--- config.mk ---
export PLATFORM = sky130hd
export DESIGN_NAME = fetch_pc_unit
export DESIGN_NICKNAME = d
export VERILOG_FILES = /design/src/rtl/fetch_pc_unit_pkg.sv /design/src/rtl/fetch_pc_unit_sat.sv /design/src/rtl/fetch_pc_unit.sv
export SDC_FILE = /design/constraint.sdc
export NUM_CORES = 1
export LEC_CHECK = 0
export ABC_AREA = 1
export CORE_MARGIN = 4
export CORE_UTILIZATION = 25
export DETAILED_ROUTE_END_ITERATION = 10
export GPL_TIMING_DRIVEN = 0
export PLACE_DENSITY_LB_ADDON = 0.08
export SKIP_LAST_GASP = 1
export SLEW_MARGIN = 25
export SYNTH_ARGS = -nofsm -noshare
export SYNTH_HDL_FRONTEND = slang
export SYNTH_SLANG_ARGS = --single-unit
--- constraint.sdc ---
create_clock -name clk -period 2.2 [get_ports clk]
set_clock_uncertainty 0.05 [all_clocks]
set_input_delay 0.33 -clock clk [delete_from_list [all_inputs] [get_ports clk]]
set_output_delay 0.33 -clock clk [all_outputs]
set_load 0.01 [all_outputs]
--- src/rtl/fetch_pc_unit_pkg.sv ---
// Shared definitions for the IF-stage PC generator: PC width, branch opcode
// and the fetch FSM state encoding.
package fetch_pc_unit_pkg;

    localparam int PC_W = 64;
    localparam logic [6:0] OPC_BRANCH = 7'b1100011;

    typedef enum logic [1:0] {
        BOOT    = 2'd0,
        RUN     = 2'd1,
        RECOVER = 2'd2
    } fetch_state_t;

    function automatic logic is_branch(input logic [6:0] opcode);
        return opcode == OPC_BRANCH;
    endfunction

endpackage

--- src/rtl/fetch_pc_unit_sat.sv ---
// Saturating up-counter: increments on inc, sticks at all-ones.
module sat_counter #(
    parameter int W = 32
) (
    input  logic         clk,
    input  logic         arst_n,
    input  logic         inc,
    output logic [W-1:0] count
);

    always_ff @(posedge clk or negedge arst_n) begin
        if (!arst_n) begin
            count <= '0;
        end else if (inc && (count != {W{1'b1}})) begin
            count <= count + W'(1);
        end
    end

endmodule

--- src/rtl/fetch_pc_unit.sv ---
// IF-stage PC generator: next-PC selection, IF/ID prediction record and
// ID-stage misprediction detection with flush and perf counters.
module fetch_pc_unit
    import fetch_pc_unit_pkg::*;
#(
    parameter logic [PC_W-1:0] RESET_PC = 64'h0,
    parameter int              CNT_W    = 32
) (
    input  logic             clk,
    input  logic             arst_n,
    input  logic             stall,
    input  logic             bpt_taken,
    input  logic [PC_W-1:0]  bpt_target,
    input  logic [31:0]      ID_INST,
    input  logic             id_branch_taken,
    input  logic [PC_W-1:0]  id_branch_target,
    output logic [PC_W-1:0]  IF_PC,
    output logic [PC_W-1:0]  ID_PC,
    output logic             id_valid,
    output logic             flush_if,
    output logic             notFlushed,
    output logic [CNT_W-1:0] branch_cnt,
    output logic [CNT_W-1:0] mispred_cnt,
    output fetch_state_t     fsm_state
);

    logic            pred_taken;
    logic [PC_W-1:0] pred_target;
    logic            is_br;
    logic            eval;
    logic            mispredict;
    logic [PC_W-1:0] redirect_pc;
    logic [PC_W-1:0] next_pc;
    logic            unused_inst;

    assign unused_inst = ^ID_INST[31:7];

    always_comb begin
        is_br      = is_branch(ID_INST[6:0]);
        eval       = (fsm_state == RUN) && id_valid && !stall;
        mispredict = 1'b0;
        if (eval) begin
            // A non-branch that the BPT aliased as taken also steered fetch wrongly.
            if (is_br) begin
                mispredict = (pred_taken != id_branch_taken) ||
                             (id_branch_taken && (pred_target != id_branch_target));
            end else begin
                mispredict = pred_taken;
            end
        end

        redirect_pc = (is_br && id_branch_taken) ? id_branch_target : ID_PC + 64'd4;

        if (fsm_state == BOOT) begin
            next_pc = RESET_PC;
        end else if (mispredict) begin
            next_pc = redirect_pc;
        end else if (stall) begin
            next_pc = IF_PC;
        end else if (bpt_taken) begin
            next_pc = bpt_target;
        end else begin
            next_pc = IF_PC + 64'd4;
        end
    end

    assign flush_if   = mispredict;
    assign notFlushed = ~mispredict;

    always_ff @(posedge clk or negedge arst_n) begin
        if (!arst_n) begin
            fsm_state   <= BOOT;
            IF_PC       <= RESET_PC;
            ID_PC       <= '0;
            id_valid    <= 1'b0;
            pred_taken  <= 1'b0;
            pred_target <= '0;
        end else begin
            case (fsm_state)
                BOOT:    fsm_state <= RUN;
                RUN:     fsm_state <= mispredict ? RECOVER : RUN;
                RECOVER: fsm_state <= RUN;
                default: fsm_state <= BOOT;
            endcase

            IF_PC <= next_pc;

            if (!stall) begin
                ID_PC       <= IF_PC;
                pred_taken  <= bpt_taken;
                pred_target <= bpt_target;
                id_valid    <= !(mispredict || (fsm_state == BOOT));
            end
        end
    end

    sat_counter #(.W(CNT_W)) u_branch_cnt (
        .clk    (clk),
        .arst_n (arst_n),
        .inc    (eval && is_br),
        .count  (branch_cnt)
    );

    sat_counter #(.W(CNT_W)) u_mispred_cnt (
        .clk    (clk),
        .arst_n (arst_n),
        .inc    (mispredict),
        .count  (mispred_cnt)
    );

endmodule
==> summary.json <==
{
  "run_status": "finished, violations left",
  "failed_checks": "negative setup slack",
  "power.internal_mw": 11.5,
  "max_freq_mhz": 353,
  "combPwrFrac_pct": 31.2,
  "grt_start_max_net_pins": 82,
  "detail_route.iter0.violations": 1687,
  "initial_antenna_violation_count": 7,
  "fp.dieH_um": 275,
  "finalWirelength_um": 109000,
  "async_set_reset_flop_share_out_of_synthesis_pct": 100,
  "seq_area_frac_synth_pct": 36.4,
  "floorplan.rows": 97,
  "holdCritPathClass": "input pin to asynchronous set/reset pin",
  "crit_buf_inv": 3,
  "cell_pwr_density_nw_per_um2": 748,
  "design.die.area_um2": 75800,
  "net-switching-power_mw": 7.50,
  "fin_area_um2": 25400,
  "ff_latch_area_um2": 6540,
  "setup_total_negative_slack_ps": -37570,
  "leak_nw": 11.2,
  "drv_cap": 0,
  "distinct_cell_type_count_after_synthesis": 41,
  "post_synth_inst_count": 2786,
  "seq_power_share_pct": 37.3,
  "initial_core_util_pct": 25.4,
  "setup.worst_path.start_class": "flop",
  "worst_path_dominant_cell_family": "simple AND/OR/NAND/NOR gates",
  "synth_flop_cell": "sky130_fd_sc_hd__dfrtp_1",
  "firstDrtPassIters": 5,
  "hold_viol_final": 0,
  "placed_cell_area_um2": 22500,
  "drtAntennaViolNets": 0,
  "core_um2": 70400,
  "multiInputGateArea_um2": 11000,
  "routed_wire_length_per_instance_um": 26.1,
  "count_of_warnings_emitted_by_yosys": 0,
  "setup.worst_path.class": "flop to output port",
  "gr-usage-all-layers_pct": 28.2,
  "place.detailed.instances": 4064,
  "fraction_of_final_layout_cells_with_drive_strength_greater_than_1_pct": 12.6,
  "timing.final.crit_period_ps": 2830,
  "placement.setup.worst_slack_ps": -1910,
  "pwr-share-clk_pct": 31.5,
  "worst-slew-pin-transition_ps": 1110,
  "power.switching_fraction_pct": 39.5,
  "layout-area-overhead-vs-synth_pct": 42.0,
  "post-route-util_pct": 36.0,
  "num_clock_sinks": 260,
  "ys_ff_latch": 260,
  "cts_h_tree_depth": 2,
  "latest_clock_arrival_within_the_worst_skew_pair_ps": 560,
  "final_cells": 4169,
  "finalNetCount": 3372,
  "vdd_drop_max_mv": 0.439,
  "timing_max_transition_violations_final": 0,
  "synth-edff-count": 0,
  "synth_area_per_cell_um2": 6.41,
  "global_route.overflow_total": 0,
  "cts_max_path_buffers": 3,
  "route.detailed.drc": 0,
  "tritoncts_clock_tree": "done",
  "cp_slowest_stage_delay_ps": 450,
  "timing.final.setup_violations": 94,
  "critical_path.cell_chain": "xnor2_2, nand3_1, nor2_1, nand2_1, nor2_2, nand3_4, nand2_8, inv_6, buf_12, buf_2",
  "routed-via-count": 20400,
  "final.setup.worst_slack_ps": -629,
  "finalWeightedCongestion": 0.957,
  "rsz_0062_raised_after_global_routing": "yes",
  "fin_total_pwr_mw": 19.0,
  "worstPathMaxFanout": 6,
  "hold-worst-slack_ps": 209,
  "arrival_ps": 2450,
  "clk_pin_slew_ps": 60,
  "slew-limit-headroom_pct": 25.9,
  "first_global_vias": 20600,
  "crit_path_required_time_ps": 1820,
  "dp_hpwl_um": 88000,
  "fill_cells": 7756,
  "crit_slowest_cell": "sky130_fd_sc_hd__dfrtp_1",
  "netlist_area_um2": 17900,
  "number_of_buffers_added_by_the_clock_tree_synthesis_step": 38,
  "io_buffers": 335,
  "period_share_pct": 129,
  "detail_route.vias_per_cell": 4.90,
  "grt_pass1_wl_um": 152000,
  "design.portCount": 362,
  "critical_path.endpoint_type": "output port",
  "clk_root_buffer_cell": "sky130_fd_sc_hd__clkbuf_16",
  "die_w_um": 275,
  "synth_nets": 2955
}
[sequential cells by signal, indices dropped and copies added, names as in the netlist]
register,count
fsm_state,2
IF_PC,64
pred_target,64
pred_taken,1
u_branch_cnt.count,32
id_valid,1
u_mispred_cnt.count,32
ID_PC,64
[cells in the final DEF, fill, tap and decap left out, drive strengths merged]
cell | Yosys | final
nand3 | 187 | 187
dfrtp | 260 | 260
dlymetal6s2s | 0 | 1
nor3 | 57 | 57
nor4 | 7 | 7
inv | 251 | 252
and3 | 1 | 1
xor2 | 98 | 98
ha | 4 | 4
o21ai | 208 | 208
nand2 | 1148 | 1148
a21oi | 11 | 11
nand4 | 52 | 52
o21bai | 2 | 2
clkbuf | 55 | 111
clkinv | 0 | 9
nor2 | 345 | 345
xnor2 | 45 | 45
or2 | 3 | 3
and2 | 5 | 5
buf | 35 | 78
nand3b | 9 | 9
diode | 0 | 1
clkdlybuf4s50 | 0 | 331
o22ai | 3 | 3
dlygate4sd3 | 0 | 1
[worst register-to-register path, delay by kind of cell (launching register included)]
kind	cells	cell delay, ps
DFF	1	450
buffers and inverters	7	710
and+or+nand+nor	9	990
xor gates and xnor gates	1	350
[synthesized netlist by cell type (all sizes together) (4+ instances only)]
library cell | count | area (um2)
xor2 | 98 | 858
clkbuf | 55 | 206
nand4 | 52 | 325
and2 | 5 | 31.3
nand3b | 9 | 80.1
nor2 | 345 | 1330
a21oi | 11 | 70.1
nor4 | 7 | 43.8
buf | 35 | 272
o21ai | 208 | 1040
dfrtp | 260 | 6510
xnor2 | 45 | 394
nand3 | 187 | 968
inv | 251 | 945
ha | 4 | 50.1
nand2 | 1148 | 4330
nor3 | 57 | 337
[per-layer routing]
metal | GRT usage (%) | up-vias | routed length (um)
li1 | - | 9592 | -
met1 | 37.6 | 10000 | 47600
met2 | 47.3 | 701 | 51100
met3 | 5.16 | 135 | 7060
met4 | 7.05 | 4 | 3080
met5 | 0 | - | 24
[timing repair]
action                     CTS  global route
hold buffers                 1             0
gates resized for setup    212           171
hold endpoints to repair    37             0
pin swaps                   72            57
setup endpoints to repair  182           132
buffers inserted            34             5
gates cloned                 9             0
[cell families after synthesis]
family                     count (synthesis)  share of synthesized area (%)
DFF                                      260                           36.4
and+or+nand+nor                         1814                           41.9
adders and majority gates                  4                          0.280
AOI/OAI and AO/OA                        224                           6.43
xor gates and xnor gates                 143                           7.01
buffers and inverters                    341                           7.97
[final cells by class]
class / count / share of cell area [%]
multi-input combinational: 2185 / 43.2
antenna: 1 / 0.00987
clock inverter: 10 / 0.227
sequential: 260 / 25.8
clock buffer: 55 / 4.36
timing repair buffer: 378 / 15.8
tap: 940 / 4.64
inverter: 251 / 3.73
buffer: 89 / 2.26
[worst paths after layout]
| path | from | to | slack [ps] | depth (start not counted) |
|---|---|---|---|---|
| setup / recovery | pred_target[62]$_DFFE_PN0N_ | flush_if | -630 | 10 |
| hold reg to reg | u_branch_cnt.count[25]$_DFFE_PN0P_ | u_branch_cnt.count[25]$_DFFE_PN0P_ | 440 | 1 |
| setup reg to reg | pred_target[62]$_DFFE_PN0N_ | IF_PC[0]$_DFFE_PN0P_ | -490 | 17 |
| hold / removal | arst_n | ID_PC[4]$_DFFE_PN0N_ | 210 | 2 |
| max in group asynchronous | arst_n | pred_target[51]$_DFFE_PN0N_ | 650 | 4 |
| min in group clk | bpt_target[9] | pred_target[9]$_DFFE_PN0N_ | 320 | 3 |
[power by group through the flow]
stage	sequential (mW)	combinational [mW]	clock, mW
2_1_floorplan	6.61	2.10	0
3_3_place_gp	7.08	5.27	0
3_5_place_dp	7.08	5.31	0
4_1_cts	7.03	5.69	6.11
5_1_grt	7.16	6.42	6.27
6_report	7.07	5.93	5.98
No activity file was read; power rests on OpenSTA's default activity.
